File: config.mk
export PLATFORM = sky130hd
export DESIGN_NAME = prog_mem_loader
export DESIGN_NICKNAME = d
export VERILOG_FILES = /design/src/rtl/prog_mem_loader.sv
export SDC_FILE = /design/constraint.sdc
export NUM_CORES = 1
export LEC_CHECK = 0
export ABC_AREA = 0
export BUFFER_PORTS_ARGS = -buffer_cell sky130_fd_sc_hd__buf_2
export CAP_MARGIN = 10
export CORE_ASPECT_RATIO = 1.5
export CORE_MARGIN = 2
export CORE_UTILIZATION = 50
export DETAILED_ROUTE_END_ITERATION = 7
export PLACE_DENSITY = 0.75
export SETUP_SLACK_MARGIN = 0.5
export SLEW_MARGIN = 20
export SYNTH_ARGS = -nofsm -noshare
export SYNTH_HDL_FRONTEND = slang
export SYNTH_SLANG_ARGS = --single-unit
File: constraint.sdc
create_clock -name clk -period 10.4 [get_ports clk]
set_input_delay 0 -clock clk [delete_from_list [all_inputs] [get_ports clk]]
set_output_delay 0 -clock clk [all_outputs]
set_load 0.05 [all_outputs]
File: src/rtl/prog_mem_loader.sv
// prog_mem_loader
// Instruction RAM plus byte-stream loader for the picoMIPS core.
// A program image arrives one byte at a time, most significant byte of each
// word first. The bytes are packed into words and written to the RAM. The PC
// is held with `halt` until the image is complete. After that, every PC
// address gets a registered instruction word one cycle later.
//
// Optional feature: define PROG_MEM_CHECKSUM_EN to expect one trailing
// checksum byte. That byte is the XOR of all data bytes and carries
// `load_last`. The default build has no checksum logic.
//
// Ports
//   clk          rising-edge clock
//   reset        synchronous, active-high
//   addr         instruction address from the PC
//   instr        registered instruction word for the sampled addr
//   instr_valid  instr belongs to the current run
//   halt         freezes the PC (high in every state except RUN)
//   load_start   one-cycle pulse that begins or restarts a load
//   load_byte    image byte
//   load_valid   load_byte is present
//   load_last    final image byte (the checksum byte when enabled)
//   load_ready   loader accepts a byte this cycle
//   load_error   sticky overflow / checksum failure flag
//
// States
//   state  | meaning
//   S_HALT | idle, PC frozen, waiting for load_start
//   S_LOAD | accepting image bytes and writing words
//   S_WARM | one cycle that primes instr with mem[addr] for the frozen PC
//   S_RUN  | PC free, instr <= mem[addr] every cycle
module prog_mem_loader #(
  parameter int AddrSz  = 6,
  parameter int InstrSz = 24
) (
  input  logic               clk,
  input  logic               reset,
  input  logic [AddrSz-1:0]  addr,
  output logic [InstrSz-1:0] instr,
  output logic               instr_valid,
  output logic               halt,
  input  logic               load_start,
  input  logic [7:0]         load_byte,
  input  logic               load_valid,
  input  logic               load_last,
  output logic               load_ready,
  output logic               load_error
);

  localparam int BytesPerInstr = InstrSz / 8;
  localparam int CntW          = (BytesPerInstr > 1) ? $clog2(BytesPerInstr) : 1;
  localparam int Depth         = 1 << AddrSz;
  localparam logic [CntW-1:0] LastSlot = CntW'(BytesPerInstr - 1);

  typedef enum logic [1:0] {
    S_HALT = 2'd0,
    S_LOAD = 2'd1,
    S_WARM = 2'd2,
    S_RUN  = 2'd3
  } state_e;

  state_e             state_q, state_d;
  logic [AddrSz-1:0]  wr_addr_q, wr_addr_d;
  logic [CntW-1:0]    cnt_q, cnt_d;
  logic [InstrSz-1:0] asm_q, asm_d;
  logic               full_q, full_d;
  logic               err_q, err_d;
  logic [InstrSz-1:0] instr_q, instr_d;
  logic               halt_q, valid_q, ready_q;
`ifdef PROG_MEM_CHECKSUM_EN
  logic [7:0]         csum_q, csum_d;
`endif

  logic               mem_we;
  logic [AddrSz-1:0]  mem_waddr;
  logic [InstrSz-1:0] mem_wdata;
  logic [InstrSz-1:0] mem_q [Depth];

  logic               byte_acc;
  logic [InstrSz-1:0] asm_shift;
  logic               wr_req;
  logic [InstrSz-1:0] wr_word;

  always_comb begin
    state_d   = state_q;
    wr_addr_d = wr_addr_q;
    cnt_d     = cnt_q;
    asm_d     = asm_q;
    full_d    = full_q;
    err_d     = err_q;
`ifdef PROG_MEM_CHECKSUM_EN
    csum_d    = csum_q;
`endif
    mem_we    = 1'b0;
    mem_waddr = wr_addr_q;
    mem_wdata = '0;
    wr_req    = 1'b0;
    wr_word   = '0;
    byte_acc  = load_valid && ready_q;
    // Assembler contents with the incoming byte appended in the low byte.
    asm_shift = (asm_q << 8) | InstrSz'(load_byte);

    instr_d = instr_q;
    if (state_q == S_WARM || state_q == S_RUN) begin
      instr_d = mem_q[addr];
    end

    if (load_start) begin
      // A restart wins over any byte presented in the same cycle.
      state_d   = S_LOAD;
      wr_addr_d = '0;
      cnt_d     = '0;
      asm_d     = '0;
      full_d    = 1'b0;
      err_d     = 1'b0;
`ifdef PROG_MEM_CHECKSUM_EN
      csum_d    = '0;
`endif
    end else begin
      unique case (state_q)
        S_HALT: ;
        S_LOAD: begin
          if (byte_acc) begin
`ifdef PROG_MEM_CHECKSUM_EN
            if (!load_last) begin
              csum_d  = csum_q ^ load_byte;
              wr_req  = (cnt_q == LastSlot);
              wr_word = asm_shift;
            end else begin
              // The checksum byte flushes any partial word, zero-padded
              // in the low bytes.
              wr_req  = (cnt_q != '0);
              wr_word = asm_q << (8 * (BytesPerInstr - int'(cnt_q)));
            end
`else
            // A full word needs no shift. A final partial word is
            // left-aligned, so its missing low bytes are zero.
            wr_req  = (cnt_q == LastSlot) || load_last;
            wr_word = asm_shift << (8 * (BytesPerInstr - 1 - int'(cnt_q)));
`endif
            if (cnt_q == LastSlot || load_last) begin
              cnt_d = '0;
              asm_d = '0;
            end else begin
              cnt_d = cnt_q + CntW'(1);
              asm_d = asm_shift;
            end

            // full_q is set once the top address has been written.
            // After that, words are discarded instead of wrapping to 0.
            if (wr_req) begin
              if (full_q) begin
                err_d = 1'b1;
              end else begin
                mem_we    = 1'b1;
                mem_wdata = wr_word;
                wr_addr_d = wr_addr_q + AddrSz'(1);
                if (&wr_addr_q) begin
                  full_d = 1'b1;
                end
              end
            end

            if (load_last) begin
`ifdef PROG_MEM_CHECKSUM_EN
              if (load_byte != csum_q) begin
                err_d = 1'b1;
              end
`endif
              state_d = err_d ? S_HALT : S_WARM;
            end
          end
        end
        S_WARM:  state_d = S_RUN;
        S_RUN:   ;
        default: state_d = S_HALT;
      endcase
    end
  end

  always_ff @(posedge clk) begin
    if (reset) begin
      state_q   <= S_HALT;
      wr_addr_q <= '0;
      cnt_q     <= '0;
      asm_q     <= '0;
      full_q    <= 1'b0;
      err_q     <= 1'b0;
`ifdef PROG_MEM_CHECKSUM_EN
      csum_q    <= '0;
`endif
      instr_q   <= '0;
      halt_q    <= 1'b1;
      valid_q   <= 1'b0;
      ready_q   <= 1'b0;
    end else begin
      state_q   <= state_d;
      wr_addr_q <= wr_addr_d;
      cnt_q     <= cnt_d;
      asm_q     <= asm_d;
      full_q    <= full_d;
      err_q     <= err_d;
`ifdef PROG_MEM_CHECKSUM_EN
      csum_q    <= csum_d;
`endif
      instr_q   <= instr_d;
      // Outputs are decoded from the next state so they change on the
      // same edge as the state itself.
      halt_q    <= (state_d != S_RUN);
      valid_q   <= (state_d == S_RUN);
      ready_q   <= (state_d == S_LOAD);
    end
  end

  // Memory contents survive reset. A write presented in a reset cycle is
  // dropped.
  always_ff @(posedge clk) begin
    if (mem_we && !reset) begin
      mem_q[mem_waddr] <= mem_wdata;
    end
  end

  assign instr       = instr_q;
  assign instr_valid = valid_q;
  assign halt        = halt_q;
  assign load_ready  = ready_q;
  assign load_error  = err_q;

endmodule

### Word level (Yosys, flattened, before mapping)

Memories as Yosys holds them, arrays and structs flattened. A register that Yosys moved wholly into a read port is not among the register bits.
Cells that the tools add are included.

| word-level totals | value |
|---|---|
| ROM bits | 0 |
| latch bits | 0 |
| bits of input ports | 19 |
| output and inout port bits | 28 |
| word-level logic and storage cells | 59 |
| register bits | 31 |
| memories kept | 1 |
| memory bits (writable) | 1536 |

Memory list:

| memory | words | width | rd ports | clocked after Yosys merged registers in | write ports | line | text |
|---|---|---|---|---|---|---|---|
| mem_q | 64 | 24 | 1 | 1 | 1 | 77 | `logic [InstrSz-1:0] mem_q [Depth];` |

| operators by class | value |
|---|---|
| shift operators | 1 |
| reduce and logical (&&, ||, !) cells | 10 |
| divide/modulo/power cells | 0 |
| add/sub/neg operators | 3 |
| bitwise logic cells | 2 |
| order comparisons | 0 |
| multiplexer cells | 26 |
| equal/unequal tests | 7 |
| multiply operators | 0 |

Operator list:

| operator | count |
|---|---|
| $mux W24 | 5 |
| $shl A24 B32 Y24 | 1 |
| $or A24 B8 Y24 | 1 |
| $mux W16 | 1 |
| $mux W1 | 14 |
| $mux W2 | 5 |
| $eq A2 B2 Y1 const B | 4 |
| $add A6 B1 Y6 const B | 1 |
| $reduce_and A6 Y1 | 1 |
| $eq A2 B1 Y1 const B | 2 |
| $pmux W2 S2 | 1 |
| $reduce_and A4 Y1 | 1 |
| $reduce_and A3 Y1 | 1 |
| $sub A2 B2 Y3 const A | 1 |
| $add A2 B1 Y2 const B | 1 |
| $logic_and A1 B1 Y1 | 2 |
| $logic_or A1 B1 Y1 | 2 |
| $ne A2 B2 Y1 const B | 1 |
| $reduce_and A2 Y1 | 1 |
| $reduce_or A2 Y1 | 1 |
| $logic_not A1 Y1 | 1 |
| $not A1 Y1 | 1 |

### Logic depth before layout (Yosys ltp)

Gate-level depths: netlist of the first run.

| logic depth | value |
|---|---|
| word-level depth | 12 |
| gate-level depth with buffers | 10 |
| mapped depth without buffers | 7 |

### Worst setup path after synthesis of the first run

OpenSTA, ideal clock, no wires.

| timing | value |
|---|---|
| path type | reg2reg |
| from | register ready_q (netlist: load_ready) |
| to | memory mem_q[51][0] (enable) |
| path buffers | 1 |
| path slack | 5.564 ns |
| clock period less this slack | 4.836 ns |
| stages on the path, launching flop included | 7 |
| required time | 9.933 ns |
| data arrival time | 4.369 ns |
| setup time | 0.467 ns |
| cell sequence | dfxtp_1 > nand3_1 > or3_1 > clkbuf_1 > nor2_1 > nand4b_1 > nor4bb_1 |

| on the way | value |
|---|---|
| word-level cells in the longest chain between the ends | 7 |

RTL lines:

| item | line | text |
|---|---|---|
| start: declaration | 69 | `logic halt_q, valid_q, ready_q;` |
| start signal: assignment | 211 | `ready_q <= (state_d == S_LOAD);` |
| $logic_and A1 B1 Y1 | 99 | `byte_acc = load_valid && ready_q;` |
| $mux W1 | 123 | `if (byte_acc) begin` |
| $mux W1 | 120 | `unique case (state_q)` |
| $mux W1 | 108 | `if (load_start) begin` |
| $logic_and A1 B1 Y1 | 218 | `if (mem_we && !reset) begin` |
| $mux W1 | 218 |  |
| $mux W1 (implied by the code) | 219 | `mem_q[mem_waddr] <= mem_wdata;` |
| end: declaration | 77 |  |

Every way passes these cells.

### Worst setup path in the final report of the first run

| timing | value |
|---|---|
| from | register state_q[1] |
| to | memory mem_q[31][10] (data pin) |

| on the way | value |
|---|---|
| word-level cells in the longest chain between the ends | 3 |

RTL lines:

| item | line | text |
|---|---|---|
| start: declaration | 62 | `state_e state_q, state_d;` |
| start signal: assignment | 197 | `state_q <= state_d;` |
| $eq A2 B1 Y1 | 120 |  |
| $mux W24 | 120 |  |
| $mux W24 | 108 |  |
| via mem_wdata[10] | 76 | `logic [InstrSz-1:0] mem_wdata;` |

The timed path passes the listed nets, and every way through them passes these cells.

==> flow_summary.yaml, run 1 <==
flow_run:
  max_cap_viol_count: 0
cts:
  cts-root-buf: "sky130_fd_sc_hd__clkbuf_16"
  cts.htree.levels: 4
  clock_tree.buffer_depth: 3
  tritoncts.num_buffers: 131
  clock-sinks: 1591
  post_cts.resized_instances: 0
  tritoncts_clock_tree: "done"
  clkSlewWorstSetupHoldPaths_ns: 0.07
  clock_latency_ns: 0.75
detailed_routing:
  drcViolationCount: 0
  detail_route.vias_per_cell: 6.38
  detail_route.first_pass.iterations: 5
  routedWlPerCell_um: 30.8
  dr.first_iter.drc_count: 3987
  antenna_violating_nets_post_route: 0
  vias: 30806
  routed_wirelength_um: 149000
timing:
  finalCriticalPeriod_ns: 4.48
  fin_crit_sh_pct: 43.1
  unrepaired_setup_endpoints_after_global_routing: "no"
  worst_clock_skew_ns: 0.0229
  timing.slew.headroom_pct: 12.9
  setup-tns-final_ns: 0
  timing_worst_slew_pin_value_ns: 1.30
  number_of_max_slew_violations_in_the_final_report: 0
  report.final.hold_viol_count: 0
  maxClockFrequency_mhz: 223
  final-setup-viol-count: 0
setup_path:
  start_kind: "flop"
  maximum_fanout_count_along_the_critical_path: 33
  critical_path_class: "flop to flop"
  timing.critical_path.arrival_ns: 5.00
  required_ns: 10.92
  crit_path_end_kind: "flop"
  regToRegEndpoint: "mem_q[31][10]"
  worst_reg2reg_path_length_in_cells: 7
  worst-r2r-setup-slack_ns: 5.92
  worstReg2RegStart: "state_q[1]"
synthesis:
  synth_async_reset_ratio_pct: 0
  synth_cell_types: 47
  yosysSeqAreaShare_pct: 77.4
  yosys_top_cell_by_area: "sky130_fd_sc_hd__edfxtp_1"
  synthesis.instances: 2950
  mean_syn_cell_area_um2: 20.7
  post_synth_edffs: 1536
  postSynthRegisterBits: 1591
  synth.net_count: 2975
  ys_warn_count: 0
  synthMostInstantiatedCell: "sky130_fd_sc_hd__edfxtp_1"
  synth_area_leaders: "sky130_fd_sc_hd__edfxtp_1 (76%), sky130_fd_sc_hd__mux4_2 (10%), sky130_fd_sc_hd__mux2i_1 (3.7%)"
  dominantRegCellSynth: "sky130_fd_sc_hd__edfxtp_1"
  yosys.area.top_type_share_pct: 75.6
  synth_top_cells_by_count: "sky130_fd_sc_hd__edfxtp_1 (1,536), sky130_fd_sc_hd__mux4_2 (283), sky130_fd_sc_hd__mux2i_1 (225), sky130_fd_sc_hd__a22oi_1 (168), sky130_fd_sc_hd__nor2_1 (108)"
  mappedNetlistArea_um2: 61000
grt:
  grt_max_degree: 126
  grt-ovfl-total: 0
  groute.usage.overall_pct: 23.9
  grt_antenna_before_repair: 18
  first_pass_grt_wire_length_um: 212000
  first_global_vias: 30979
final_layout:
  layout_cells_sized_above_1_pct: 24.0
  share_of_the_core_filled_with_cells_pct: 56.2
  design.final.nets: 3111
  area_growth_syn_to_layout_pct: 12.1
min_path:
  worst_hold_startpoint: "addr[3]"
  timing.hold.worst_path_depth: 4
  hold_path_class: "input port to flop"
  worst_hold_path.endpoint: "instr[5]"
die:
  coreArea_um2: 122000
  boundaryPins: 47
  chipWidth_um: 289
  die-height_um: 432
  initial_core_util_pct: 50.2
  design.die.area_um2: 125000
  placement_rows: 157
placement:
  numPortBuffers: 46
  sum_of_net_half_perimeters_after_detailed_placement_um: 78300
  globalplace.congestion: 0.825
outcome:
  outcome: "finished, final reports clean"
power:
  p_leak_nw: 22.8
  ir_worst_vdd_mv: 0.157
  power_density_over_the_cells_nw_per_um2: 178
## metrics by stage
stage | instance area (µm²) | worst slack [ns] | hold slack, ns | cells | total power [W]
finish | 68400 | 5.92 | 0.156 | 4832 | 0.0122
global route | 68400 | 5.70 | 0.124 | 4829 | 0.0124
CTS | 68200 | 5.89 | 0.0894 | 4774 | 0.0122
detailed placement | 63600 | 5.90 | 0.261 | 4517 | 0.00733
global placement | 63600 | 6.07 | 0.247 | 4516 | 0.00733
floorplan | 61000 | 5.56 | 0.0724 | 2950 | 0.00726
## cell type report
| type | instances | area, µm² |
|---|---|---|
| diodes | 57 | 143 |
| multi-input cells | 1171 | 13300 |
| repair buffers | 184 | 1390 |
| flip-flops and latches | 1591 | 47200 |
| clock buffers | 166 | 3650 |
| clock inverters | 66 | 661 |
| well taps | 1590 | 1990 |
| inverters | 7 | 26.3 |
| fillers | 8497 | 53200 |
## report_power, final
part           switching, W  total (W)  internal, W
Sequential       0.00000144    0.00692      0.00691
Combinational      0.000178   0.000282     0.000104
Clock               0.00217    0.00498      0.00281
Total               0.00235     0.0122      0.00983
## how the worst max path moves through the flow
| stage | from | endpoint | slack (ns) | cells after the start |
|---|---|---|---|---|
| 2_1_floorplan | load_ready | mem_q[51][0] | 5.56 | 6 |
| 3_5_place_dp | state_q[0] | mem_q[45][2] | 5.90 | 6 |
| 3_3_place_gp | state_q[0] | mem_q[26][0] | 6.07 | 6 |
| 6_report | state_q[1] | mem_q[31][10] | 5.92 | 7 |
| 4_1_cts | state_q[0] | mem_q[41][2] | 5.89 | 6 |
| 5_1_grt | state_q[0] | mem_q[31][10] | 5.70 | 6 |
## timing repair
| item | 4_1_cts | 5_1_grt |
|---|---|---|
| buffers inserted | 0 | 0 |
| hold buffers | 25 | 0 |
| hold endpoints to repair | 33 | 0 |
## worst max-delay path, stage by stage, from the launching register on
cell	delay (ns)
sky130_fd_sc_hd__dfxtp_1	0.35
sky130_fd_sc_hd__inv_1	0.08
sky130_fd_sc_hd__ha_1	0.19
sky130_fd_sc_hd__nand3_1	0.58
sky130_fd_sc_hd__or4b_1	1.09
sky130_fd_sc_hd__or2_2	0.61
sky130_fd_sc_hd__nor2_4	0.82
sky130_fd_sc_hd__buf_4	0.47
## flip-flops by register name, indices dropped and copies added (netlist names)
signal / cells
mem_q: 1536
instr: 24
asm_q: 16
mem_waddr: 6
cnt_q: 2
state_q: 2
full_q: 1
halt: 1
instr_valid: 1
load_error: 1
load_ready: 1
## metal layers
layer | track usage (%) | share of wire (%) | vias to the layer above
met4 | 12.2 | 4.4 | 4
met5 | 0 | 0.018 | -
met1 | 30.5 | 35 | 16127
li1 | - | - | 12567
met2 | 39.5 | 51 | 1825
met3 | 4.13 | 9.5 | 283
## logic make-up after synthesis
kind of cell	Yosys count	share of synthesized area, %
DFF	1591	77.4
muxes	513	14.4
AOI/OAI and AO/OA	330	4.04
and+or+nand+nor	317	2.52
buffers and inverters	188	1.51
adders and majority gates	6	0.123
xor gates and xnor gates	5	0.0718
## cell usage in the layout (no fill, tap or decap), types with 8 or more instances in the layout
cell type,synthesis,layout
sky130_fd_sc_hd__o211ai_1,24,24
sky130_fd_sc_hd__buf_2,49,44
sky130_fd_sc_hd__nor3b_1,11,9
sky130_fd_sc_hd__a22oi_1,168,168
sky130_fd_sc_hd__a221oi_1,8,8
sky130_fd_sc_hd__bufinv_16,0,13
sky130_fd_sc_hd__a221oi_2,17,17
sky130_fd_sc_hd__clkinv_2,0,19
sky130_fd_sc_hd__nand3_1,70,70
sky130_fd_sc_hd__mux4_2,283,283
sky130_fd_sc_hd__a31oi_1,25,22
sky130_fd_sc_hd__edfxtp_1,1536,1536
sky130_fd_sc_hd__clkbuf_16,0,139
sky130_fd_sc_hd__dlygate4sd3_1,0,25
sky130_fd_sc_hd__or3_1,31,30
sky130_fd_sc_hd__a22o_1,24,24
sky130_fd_sc_hd__buf_4,10,110
sky130_fd_sc_hd__nand2_1,50,49
sky130_fd_sc_hd__mux2i_1,225,225
sky130_fd_sc_hd__a21oi_1,60,60
sky130_fd_sc_hd__clkbuf_1,98,20
sky130_fd_sc_hd__clkinv_1,0,23
sky130_fd_sc_hd__nor2_4,0,18
sky130_fd_sc_hd__nor2_1,108,31
sky130_fd_sc_hd__diode_2,0,57
sky130_fd_sc_hd__dfxtp_1,55,55
sky130_fd_sc_hd__nor2_2,1,60
Power figures use the tool's default switching activity.
==> inputs of run 2 (changes only) <==
clock period = 4.4 ns   (was 10.4 ns; I/O delays follow)
==> run 2 against run 1 <==
Clock skew increased by 0.0093 ns. Design area increased by 1.0%. Worst hold slack improved by 0.022 ns. Global-route usage increased by 0.57 points. Register-to-register slack got worse by 5.3 ns. Sequential cell count unchanged. Sequential share of layout area decreased by 0.70 points. Largest cell class unchanged.
==> flow_summary.yaml, run 2 (synthesis gave the netlist of run 1 again) <==
outcome:
  outcome: "finished, final reports clean"
die:
  coreArea_um2: 122000
  placement_rows: 157
  initial_core_util_pct: 50.2
  die-height_um: 432
  boundaryPins: 47
  design.die.area_um2: 125000
  chipWidth_um: 289
setup_path:
  timing.critical_path.arrival_ns: 4.30
  maximum_fanout_count_along_the_critical_path: 32
  crit_path_end_kind: "flop"
  worst_reg2reg_path_length_in_cells: 8
  critical_path_class: "flop to flop"
  regToRegEndpoint: "mem_q[42][11]"
  required_ns: 4.93
  worst-r2r-setup-slack_ns: 0.64
  cell_breakdown_of_the_critical_path: "inv_1, ha_1, nor2_1, buf_4, or4b_1, or2_2, nor2_4, buf_4"
  path_common_cell: "sky130_fd_sc_hd__buf_4"
  slowest_stage: "sky130_fd_sc_hd__nor2_4"
  start_kind: "flop"
  worstReg2RegStart: "cnt_q[0]"
  timing.critical_path.slowest_cell_delay_ns: 0.75
cts:
  clock_latency_ns: 0.77
  cts.htree.levels: 4
  cts-root-buf: "sky130_fd_sc_hd__clkbuf_16"
  tritoncts_clock_tree: "done"
  tritoncts.num_buffers: 134
  clkSlewWorstSetupHoldPaths_ns: 0.07
  clock-sinks: 1591
  clock_tree.buffer_depth: 3
final_layout:
  reg_top3: "mem_q x1536, instr x24, asm_q x16"
  mostFrequentLayoutCell: "sky130_fd_sc_hd__edfxtp_1"
  share_of_the_core_filled_with_cells_pct: 56.8
  design.final.nets: 3181
  final_design_area_no_fill_um2: 69100
  layout.cells.most_common_list: "sky130_fd_sc_hd__edfxtp_1 (1,536), sky130_fd_sc_hd__mux4_2 (283), sky130_fd_sc_hd__mux2i_1 (225)"
  layout_cells_sized_above_1_pct: 25.2
  largest_register_ffs: 1536
  largest-register: "mem_q"
  post_layout_nonfiller_instances: 4872
  area_growth_syn_to_layout_pct: 13.2
timing:
  setup-tns-final_ns: 0
  worst_clock_skew_ns: 0.0322
  unrepaired_setup_endpoints_after_global_routing: "yes"
  timing_worst_slew_pin_value_ns: 1.10
  report.final.hold_viol_count: 0
  number_of_max_slew_violations_in_the_final_report: 0
  timing.slew.headroom_pct: 26.1
  maxClockFrequency_mhz: 266
  final-setup-viol-count: 0
  finalCriticalPeriod_ns: 3.76
  fin_crit_sh_pct: 85.5
placement:
  globalplace.congestion: 0.846
  sum_of_net_half_perimeters_after_detailed_placement_um: 85200
  numPortBuffers: 46
  placed_cell_area_um2: 64400
  placedCellCount: 4573
grt:
  grt-ovfl-total: 0
  first_pass_grt_wire_length_um: 217000
  groute.usage.overall_pct: 24.5
  grt_util_met3_pct: 5.35
  grt_antenna_before_repair: 21
  first_global_vias: 31609
  global_route.usage.met1_pct: 29.1
  grt_max_degree: 88
  global_route.peak_usage_layer: "met2"
  use_met2_pct: 41.4
detailed_routing:
  vias: 30979
  routedWlPerCell_um: 30.9
  routed_wirelength_um: 151000
  detail_route.vias_per_cell: 6.36
  drcViolationCount: 0
  dr.first_iter.drc_count: 3986
  detail_route.first_pass.iterations: 5
  antenna_violating_nets_post_route: 0
power:
  power_density_over_the_cells_nw_per_um2: 417
  p_leak_nw: 23.2
  power_w: 0.0288
  ir_worst_vdd_mv: 0.386
min_path:
  hold_path_class: "input port to flop"
  worst_hold_startpoint: "load_last"
  worst_hold_path.endpoint: "cnt_q[1]"
  timing.hold.worst_path_depth: 5
flow_run:
  max_cap_viol_count: 0
run 2: cell types whose count changed in the layout (fill, tap and decap cells not counted), sizes merged:
cell / previous run / this run
clkbuf: 166 / 174
clkinvlp: 6 / 1
buf: 159 / 219
bufinv: 13 / 11
diode: 57 / 18
clkinv: 44 / 50
inv: 10 / 15
dlygate4sd3: 25 / 32
run 2: how the worst max path moves through the flow:
stage	from	to	slack, ns	cells after the start
global placement	cnt_q[0]	mem_q[20][4]	0.64	9
detailed placement	cnt_q[0]	mem_q[21][4]	0.51	9
global route	cnt_q[0]	mem_q[40][11]	0.50	8
CTS	cnt_q[0]	mem_q[57][5]	0.67	9
finish	cnt_q[0]	mem_q[42][11]	0.64	8
floorplan	load_ready	mem_q[0][10]	0.36	6
run 2: cell type report:
| cell class | instances | area, µm² |
|---|---|---|
| sequential | 1591 | 47200 |
| clock buffer | 174 | 3640 |
| timing repair buffer | 251 | 2180 |
| fill | 8464 | 52500 |
| antenna | 18 | 45.0 |
| multi-input combinational | 1171 | 13300 |
| tap | 1590 | 1990 |
| clock inverter | 70 | 676 |
| inverter | 7 | 26.3 |
run 2: worst max-delay path, delay by kind of cell, from the launching register on:
| kind | cells | cell delay, ns |
|---|---|---|
| AND/OR/NAND/NOR | 4 | 1.80 |
| flip-flops | 1 | 0.61 |
| adder cells (fa/ha/maj) | 1 | 0.20 |
| buffers and inverters | 3 | 0.90 |
run 2: per-layer routing:
metal / vias to the layer above / wire [µm]
met2: 1692 / 77600
li1: 12696 / -
met4: 16 / 8470
met1: 16189 / 51600
met5: - / 104
met3: 386 / 13000
run 2: what timing repair did:
action	CTS	global route
buffers inserted	0	5
gates resized for setup	1	1
endpoints found under the setup margin	16	43
endpoints found under the hold margin	179	0
hold buffers	32	0
pin swaps	0	1
run 2: stage by stage:
step	worst slack (ns)	hold slack [ns]
after floorplan	0.365	0.0724
after global placement	0.644	0.240
after detailed placement	0.508	0.266
after CTS	0.670	0.102
after global routing	0.496	0.181
final	0.638	0.177
run 2: power breakdown:
part / internal, W / leakage [nW] / switching [W] / total (W)
Sequential: 0.0163 / 15.6 / 0.00000348 / 0.0163
Combinational: 0.000272 / 5.47 / 0.000438 / 0.000711
Clock: 0.00652 / 2.12 / 0.00521 / 0.0117
Total: 0.0231 / 23.2 / 0.00565 / 0.0288
